`src/rtl/mips_mc.sv`:
```
// Multi-cycle MIPS core (addu/subu/ori/lui/lw/sw/beq/j/jal/jr) with one shared
// instruction/data memory port and an internal 32x32 register file.
module mips_mc #(
   parameter logic [31:0] RESET_PC = 32'h0000_3000,
   parameter int          MEM_AW   = 10
) (
   input  logic              clk,
   input  logic              reset,
   output logic              mem_req,
   output logic              mem_we,
   output logic [MEM_AW-1:0] mem_addr,
   output logic [31:0]       mem_wdata,
   input  logic [31:0]       mem_rdata,
   input  logic              mem_ready,
   output logic [31:0]       pc_dbg,
   output logic              reg_we_dbg,
   output logic [4:0]        reg_addr_dbg,
   output logic [31:0]       reg_data_dbg
);

   typedef enum logic [2:0] {FETCH, DECODE, EXEC, MEM, WB} state_t;

   typedef enum logic [3:0] {
      I_NOP, I_ADDU, I_SUBU, I_ORI, I_LUI, I_LW, I_SW, I_BEQ, I_J, I_JAL, I_JR
   } instr_t;

   localparam logic [5:0] OP_RTYPE = 6'h00;
   localparam logic [5:0] OP_J     = 6'h02;
   localparam logic [5:0] OP_JAL   = 6'h03;
   localparam logic [5:0] OP_BEQ   = 6'h04;
   localparam logic [5:0] OP_ORI   = 6'h0d;
   localparam logic [5:0] OP_LUI   = 6'h0f;
   localparam logic [5:0] OP_LW    = 6'h23;
   localparam logic [5:0] OP_SW    = 6'h2b;
   localparam logic [5:0] FN_JR    = 6'h08;
   localparam logic [5:0] FN_ADDU  = 6'h21;
   localparam logic [5:0] FN_SUBU  = 6'h23;

   state_t      state, state_next;
   instr_t      instr;
   logic [31:0] pc, ir, a, b, alu_out, mdr;
   logic [31:0] grf [32];

   logic [4:0]  rs, rt, rd;
   logic [15:0] imm;
   logic [31:0] imm_sext, imm_zext;
   logic        reg_we;
   logic [4:0]  reg_addr;
   logic [31:0] reg_data;

   assign rs       = ir[25:21];
   assign rt       = ir[20:16];
   assign rd       = ir[15:11];
   assign imm      = ir[15:0];
   assign imm_sext = {{16{imm[15]}}, imm};
   assign imm_zext = {16'h0000, imm};

   // Anything not recognised here falls through as a two-cycle nop.
   always_comb begin
      instr = I_NOP;
      case (ir[31:26])
         OP_RTYPE: begin
            case (ir[5:0])
               FN_ADDU: instr = I_ADDU;
               FN_SUBU: instr = I_SUBU;
               FN_JR:   instr = I_JR;
               default: instr = I_NOP;
            endcase
         end
         OP_J:    instr = I_J;
         OP_JAL:  instr = I_JAL;
         OP_BEQ:  instr = I_BEQ;
         OP_ORI:  instr = I_ORI;
         OP_LUI:  instr = I_LUI;
         OP_LW:   instr = I_LW;
         OP_SW:   instr = I_SW;
         default: instr = I_NOP;
      endcase
   end

   // NOTE: sequential state uses non-blocking assignments so every register
   // samples the pre-edge values, independent of block ordering.
   always_ff @(posedge clk) begin
      if (reset) state <= FETCH;
      else       state <= state_next;
   end

   // NOTE: every output of this block gets a default first, so no path can
   // leave a value unassigned and infer a latch.
   always_comb begin
      state_next = state;
      mem_req    = 1'b0;
      mem_we     = 1'b0;
      mem_addr   = '0;
      mem_wdata  = '0;
      reg_we     = 1'b0;
      reg_addr   = '0;
      reg_data   = '0;
      case (state)
         FETCH: begin
            mem_req  = 1'b1;
            mem_addr = pc[MEM_AW+1:2];
            if (mem_ready) state_next = DECODE;
         end
         DECODE: begin
            case (instr)
               I_J, I_NOP: state_next = FETCH;
               I_JAL: begin
                  state_next = FETCH;
                  reg_we     = 1'b1;
                  reg_addr   = 5'd31;
                  reg_data   = pc;
               end
               default: state_next = EXEC;
            endcase
         end
         EXEC: begin
            case (instr)
               I_ADDU, I_SUBU, I_ORI, I_LUI: state_next = WB;
               I_LW, I_SW:                   state_next = MEM;
               default:                      state_next = FETCH;
            endcase
         end
         MEM: begin
            mem_req  = 1'b1;
            mem_we   = (instr == I_SW);
            mem_addr = alu_out[MEM_AW+1:2];
            if (instr == I_SW) mem_wdata = b;
            if (mem_ready) state_next = (instr == I_LW) ? WB : FETCH;
         end
         WB: begin
            reg_we     = 1'b1;
            reg_addr   = (instr == I_ADDU || instr == I_SUBU) ? rd : rt;
            reg_data   = (instr == I_LW) ? mdr : alu_out;
            state_next = FETCH;
         end
         default: state_next = FETCH;
      endcase
      // The reset cycle must not issue a bus request or a register write.
      if (reset) begin
         mem_req = 1'b0;
         mem_we  = 1'b0;
         reg_we  = 1'b0;
      end
   end

   always_ff @(posedge clk) begin
      if (reset) begin
         pc      <= RESET_PC;
         ir      <= '0;
         a       <= '0;
         b       <= '0;
         alu_out <= '0;
         mdr     <= '0;
         // NOTE: the register file is architecturally cleared by reset, so it
         // is built from resettable flops rather than a RAM macro.
         for (int i = 0; i < 32; i++) grf[i] <= '0;
      end else begin
         case (state)
            FETCH: begin
               if (mem_ready) begin
                  ir <= mem_rdata;
                  pc <= pc + 32'd4;
               end
            end
            DECODE: begin
               a <= grf[rs];
               b <= grf[rt];
               if (instr == I_J || instr == I_JAL) pc <= {pc[31:28], ir[25:0], 2'b00};
            end
            EXEC: begin
               case (instr)
                  I_ADDU:     alu_out <= a + b;
                  I_SUBU:     alu_out <= a - b;
                  I_ORI:      alu_out <= a | imm_zext;
                  I_LUI:      alu_out <= {imm, 16'h0000};
                  I_LW, I_SW: alu_out <= a + imm_sext;
                  I_BEQ:      if (a == b) pc <= pc + {imm_sext[29:0], 2'b00};
                  I_JR:       pc <= a;
                  default:    ;
               endcase
            end
            MEM: begin
               if (mem_ready && instr == I_LW) mdr <= mem_rdata;
            end
            default: ;
         endcase
         // $0 is never written; it keeps its reset value of zero.
         if (reg_we && reg_addr != 5'd0) grf[reg_addr] <= reg_data;
      end
   end

   assign pc_dbg       = pc;
   assign reg_we_dbg   = reg_we;
   assign reg_addr_dbg = reg_addr;
   assign reg_data_dbg = reg_data;

endmodule
```
`config.mk`:
```
export PLATFORM = sky130hd
export DESIGN_NAME = mips_mc
export DESIGN_NICKNAME = d
export VERILOG_FILES = /design/src/rtl/mips_mc.sv
export SDC_FILE = /design/constraint.sdc
export NUM_CORES = 2
export LEC_CHECK = 0
export ABC_CLOCK_PERIOD_IN_PS = 5850
export CAP_MARGIN = 10
export CELL_PAD_IN_SITES_DETAIL_PLACEMENT = 1
export CELL_PAD_IN_SITES_GLOBAL_PLACEMENT = 2
export CORE_MARGIN = 2
export CORE_UTILIZATION = 49
export CTS_BUF_LIST = sky130_fd_sc_hd__clkbuf_16
export CTS_CLUSTER_DIAMETER = 120
export DETAILED_ROUTE_END_ITERATION = 10
export DONT_BUFFER_PORTS = 1
export PLACE_DENSITY_LB_ADDON = 0.08
export RECOVER_POWER = 25
export SYNTH_ARGS = -nofsm -noshare
export SYNTH_HDL_FRONTEND = slang
export SYNTH_SLANG_ARGS = --single-unit
```
`constraint.sdc`:
```
create_clock -name clk -period 5.85 [get_ports clk]
set_input_delay 0.585 -clock clk [delete_from_list [all_inputs] [get_ports clk]]
set_output_delay 0.585 -clock clk [all_outputs]
set_load 0.005 [all_outputs]
```
# Yosys cells after proc, flatten, opt, wreduce, memory -nomap -nowiden

Memories as Yosys holds them, arrays and structs flattened. A register that Yosys moved wholly into a read port is not among the register bits.
Cells that the tools add are included.

Output and inout port bits: 114
Flip-flop bits (word level): 131
Memory bits (writable): 1024
Input bits: 35
Memories kept: 1

Memories:

| memory | depth | width | rd ports | clocked after Yosys merged registers in | wr ports | RTL line | source |
|---|---|---|---|---|---|---|---|
| grf    | 32    | 32    | 2        | 2                                       | 32       | 42       | `logic [31:0] grf [32];` |

Add/sub/neg operators: 5
Reduce and logical (&&, ||, !) cells: 22
Bitwise operators: 2
Equal/unequal tests: 30
Mux-type cells: 38

Operators by type and width:

| cell                    | count |
|---|---|
| $mux W32                | 7 |
| $pmux W32 S5            | 1 |
| $pmux W32 S2            | 2 |
| $add A32 B32 Y32        | 3 |
| $pmux W32 S3            | 1 |
| $add A32 B3 Y32 const B | 1 |
| $eq A32 B32 Y1          | 1 |
| $or A32 B16 Y32         | 1 |
| $pmux W4 S8             | 1 |
| $reduce_or A32 Y1       | 1 |
| $sub A32 B32 Y32        | 1 |
| $mux W28                | 1 |
| $eq A6 B6 Y1 const B    | 4 |
| $pmux W10 S2            | 1 |
| $eq A6 B4 Y1 const B    | 3 |
| $eq A4 B3 Y1 const B    | 4 |
| $mux W5                 | 3 |
| $eq A4 B4 Y1 const B    | 3 |
| $eq A6 B2 Y1 const B    | 2 |
| $mux W1                 | 12 |
| $pmux W3 S4             | 1 |
| $pmux W4 S3             | 1 |
| $pmux W5 S2             | 1 |
| $reduce_and A5 Y1       | 2 |
| other kinds (26)        | 39 |

# Depth between registers and ports, before layout

Word-level depth: 14
Mapped depth: 22
Mapped depth without buffers: 18

# Worst setup path before layout

No wires, ideal clock.

Path type: reg2reg
From: register ir[27]
To: register alu_out[30]
Slack: 1.909 ns
Stages on the path, launching flop included: 23
Data arrival time: 3.809 ns
Setup time: 0.132 ns
Required time: 5.718 ns
Buffers on the path: 4
Cell sequence: dfxtp_1 -> buf_2 -> nor2b_1 -> nand3_1 -> or2_2 -> clkbuf_1 -> clkbuf_1 -> clkbuf_1 -> nand2_1 -> nand2_1 -> ha_1 -> inv_1 -> fa_1 -> nor2b_1 -> o2111ai_1 -> nand3_1 -> nand4_1 -> a21oi_1 -> o221ai_1 -> o21ai_0 -> xor2_1 -> a221oi_1 -> nor3_1

Longest elaborated chain between the ends: 6
Elaborated cells between the ends (all ways): 19

RTL lines:

| element                              | RTL line | source |
|---|---|---|
| from (decl)                          | 41       | `logic [31:0] pc, ir, a, b, alu_out, mdr;` |
| from (signal assigned)               | 162      | `ir <= mem_rdata;` |
| $eq A6 B6 Y1 (tied with other cells) | 61       | `case (ir[31:26])` |
| $pmux W4 S8 (*)                      | 61       |  |
| $eq A4 B3 Y1                         | 172      | `case (instr)` |
| $reduce_or A2 Y1                     | 172      |  |
| $reduce_bool A5 Y1 (no line)         | -        |  |
| $reduce_and A2 Y1 (no line)          | -        |  |
| to (signal assigned)                 | 173      | `I_ADDU: alu_out <= a + b;` |
| to (signal assigned)                 | 174      | `I_SUBU: alu_out <= a - b;` |
| to (signal assigned)                 | 175      | `I_ORI: alu_out <= a \| imm_zext;` |
| to (decl)                            | 41       |  |

Every way passes the cells marked *; elsewhere a longest branch is shown, timed or not.
A chain may end at the register's enable or synchronous reset.

==> results.yml <==
outcome:
  status: "finished with violations"
  violations: "max-capacitance violations, max-slew violations"
critical_path:
  cp_max_fo: 33
  criticalPathCategory: "register to register"
  endpoint_kind: "register"
  start_kind: "register"
  arrival_ps: 5870
  rrSetupSlack_ps: 450
  cp_data_required_time_ps: 6320
floorplan:
  std_cell_rows: 134
  die_x_um: 371.4
  io_pins: 149
  die_area_um2: 137900
  initial_core_util: 0.4949
  core_um2: 133600
  die_height_um: 371.4
synthesis:
  ys_ff_latch: 1219
  ys_warn_count: 0
  netlist-cell-type-count: 69
  async_reset_ff_frac: 0
  syn_area_um2: 66120
  synthFlopType: "edfxtp_1"
  avgSynthCellArea_um2: 12.68
  synth_cells: 5215
  ys_seq_area_frac: 0.5241
  synth_edf_count: 1024
route:
  ant_nets: 0
  drt-initial-drc-count: 6338
  via_per_inst: 6.945
  wl_per_cell_um: 38.66
  postRouteWirelength_um: 271500
  drtPass1Iterations: 6
  via_count: 48762
  drc: 0
cells_and_area:
  areaGrowthSynthToFinish_pct: 11.26
  final_cell_mix: "1199 x nor2_1, 1024 x edfxtp_1, 640 x mux4_2"
  layout-drive-gt1-share: 0.2158
  fin_nets: 5261
  multi_input_area_um2: 29750
  ff_latch_area_um2: 34690
  final_common_cell: "nor2_1"
  n_fill_cell: 13097
clocking:
  cts.reportedPaths.clkPinSlew_ps: 60
  cts_sinks: 1219
  clockBufferDepth: 3
  numCtsBuffers: 141
  worstSkewPairLatency_ps: 810
  cts_setup_buffers: 0
  cts_max_level: 4
  cts_tree: "yes"
  cts-root-buf: "clkbuf_16"
  cts_resized: 0
global_route:
  grt_pass1_wl_um: 379700
  grt_max_degree: 220
  grt_overflow: 0
  track_usage: 0.3980
  antenna_found_initial: 17
  grt_pass1_vias: 49416
placement:
  place.gp.congestion: 0.9612
  io_buffers: 0
  dp_hpwl_um: 177700
timing:
  hold_ws_ps: 57.68
  max_slew_margin: -3.062
  grt_setup_unrepaired: "false"
  setup_tns_ps: 0
  setup_viol: 0
  clock.fmax_mhz: 185.3
  worst_pin_slew_ps: 6093
  slew_violations: 526
  finalHoldViolations: 0
  clock_skew_ps: 38.73
  period_share: 0.9223
  fin_crit_ps: 5395
power:
  ir_worst_vdd_uv: 261.3
  p_leak_nw: 23.89
  p_per_area_nw_per_um2: 303.9
run:
  cap_violations: 11
hold_path:
  hold_class: "primary input to register"
[metrics by stage]
stage / setup WS [ps] / total power [W] / instance area (µm²) / util / std cells
after floorplan: 1909 / 0.01221 / 66240 / - / 5246
after global placement: 1019 / 0.01351 / 68900 / 0.5156 / 6716
after detailed placement: 818.2 / 0.01358 / 68900 / 0.5156 / 6716
after CTS: 790.7 / 0.02235 / 73790 / 0.5522 / 7007
after global routing: 246.1 / 0.02290 / 73540 / 0.5504 / 7009
final: 454.7 / 0.02236 / 73570 / 0.5506 / 7021
[routing by layer]
layer / track usage / vias to the layer above / wire length [µm] / part of all wire
met5: 0 / - / 120 / 0.00044
met4: 0.2395 / 16 / 18880 / 0.070
met3: 0.1137 / 693 / 31080 / 0.11
met2: 0.6197 / 3108 / 125900 / 0.46
met1: 0.4951 / 25393 / 95430 / 0.35
li1: - / 19552 / - / -
[path summary, 6_finish.rpt]
kind | cells past startpoint | startpoint | to
min reg2reg | 2 | mdr[16] | mdr[16]
max reg2reg | 10 | ir[29] | grf[6][9]
max | 10 | ir[29] | grf[6][9]
min | 2 | mem_ready | state[2]
[flip-flops by register name, indices dropped and copies added, names as in the netlist]
name and cells:
a 32, mdr 32, grf 1024, ir 32, alu_out 32, b 32, state 3, pc_dbg 32
[cell usage after synthesis (all sizes together) (7+ instances only)]
cell type     n  area share
nor2       1204       0.068
edfxtp     1024        0.47
mux4        640        0.22
clkbuf      419       0.024
nand2       310       0.018
a21oi       227       0.017
dfxtp       195       0.059
o21ai       138       0.010
a211oi      106       0.012
ha           95       0.018
mux2i        90       0.014
inv          87      0.0049
buf          75      0.0047
xnor2        70      0.0093
a21o         65      0.0074
nand2b       51      0.0048
nor3         45      0.0037
nand3        42      0.0033
nor4         37      0.0042
a221oi       30      0.0040
xor2         26      0.0034
a22oi        21      0.0024
nand4        19      0.0018
and3         18      0.0017
a31oi        16      0.0015
nor2b        14      0.0013
o22ai        14      0.0013
a311oi       12      0.0016
and2         12      0.0011
o211ai       11      0.0012
o21bai       10      0.0011
o21a          9      0.0010
or3           8     0.00076
a211o         7     0.00093
[layout make-up]
type	instances	area share
well taps	1768	0.03007
diodes	13	0.0004422
multi-input cells	3446	0.4043
repair buffers	233	0.02806
inverters	87	0.004439
flip-flops and latches	1219	0.4715
clock buffers	144	0.04898
clock inverters	111	0.01223
[logic make-up (layout without fill, tap and decap cells)]
kind of cell             after synthesis  in the layout  share of synthesized area
AND/OR/NAND/NOR                     1783           1783                     0.1114
buffers and inverters                581            575                    0.03338
AO/OA/AOI/OAI                        707            707                    0.06795
other                                  1             45                 0.00005671
adder cells (fa/ha/maj)               98             98                    0.01888
flip-flops                          1219           1219                     0.5241
XOR/XNOR                              96             96                    0.01272
multiplexers                         730            730                     0.2316
[where the power goes]
part | switching (W) | total, W | leakage, nW | internal (W)
clock | 0.00384 | 0.00882 | 2.29 | 0.00498
combinational | 0.00197 | 0.00334 | 9.63 | 0.00137
sequential | 0.000442 | 0.0102 | 12.0 | 0.00975
total | 0.00626 | 0.0224 | 23.9 | 0.0161
[what timing repair did]
| action | in CTS | in global routing |
|---|---|---|
| hold buffers | 36 | 0 |
| endpoints found under the setup margin | 0 | 0 |
| hold endpoints to repair | 219 | 0 |
[worst max-delay path, stage by stage (launching register included)]
cell and delay [ps]:
dfxtp_1 320, buf_4 200, nor4_4 440, nand3_2 410, mux2i_1 440, nor2_1 200
nor4_4 660, nand2_2 70, clkbuf_2 900, nand2b_2 1080, buf_12 300
Power figures use the tool's default switching activity.
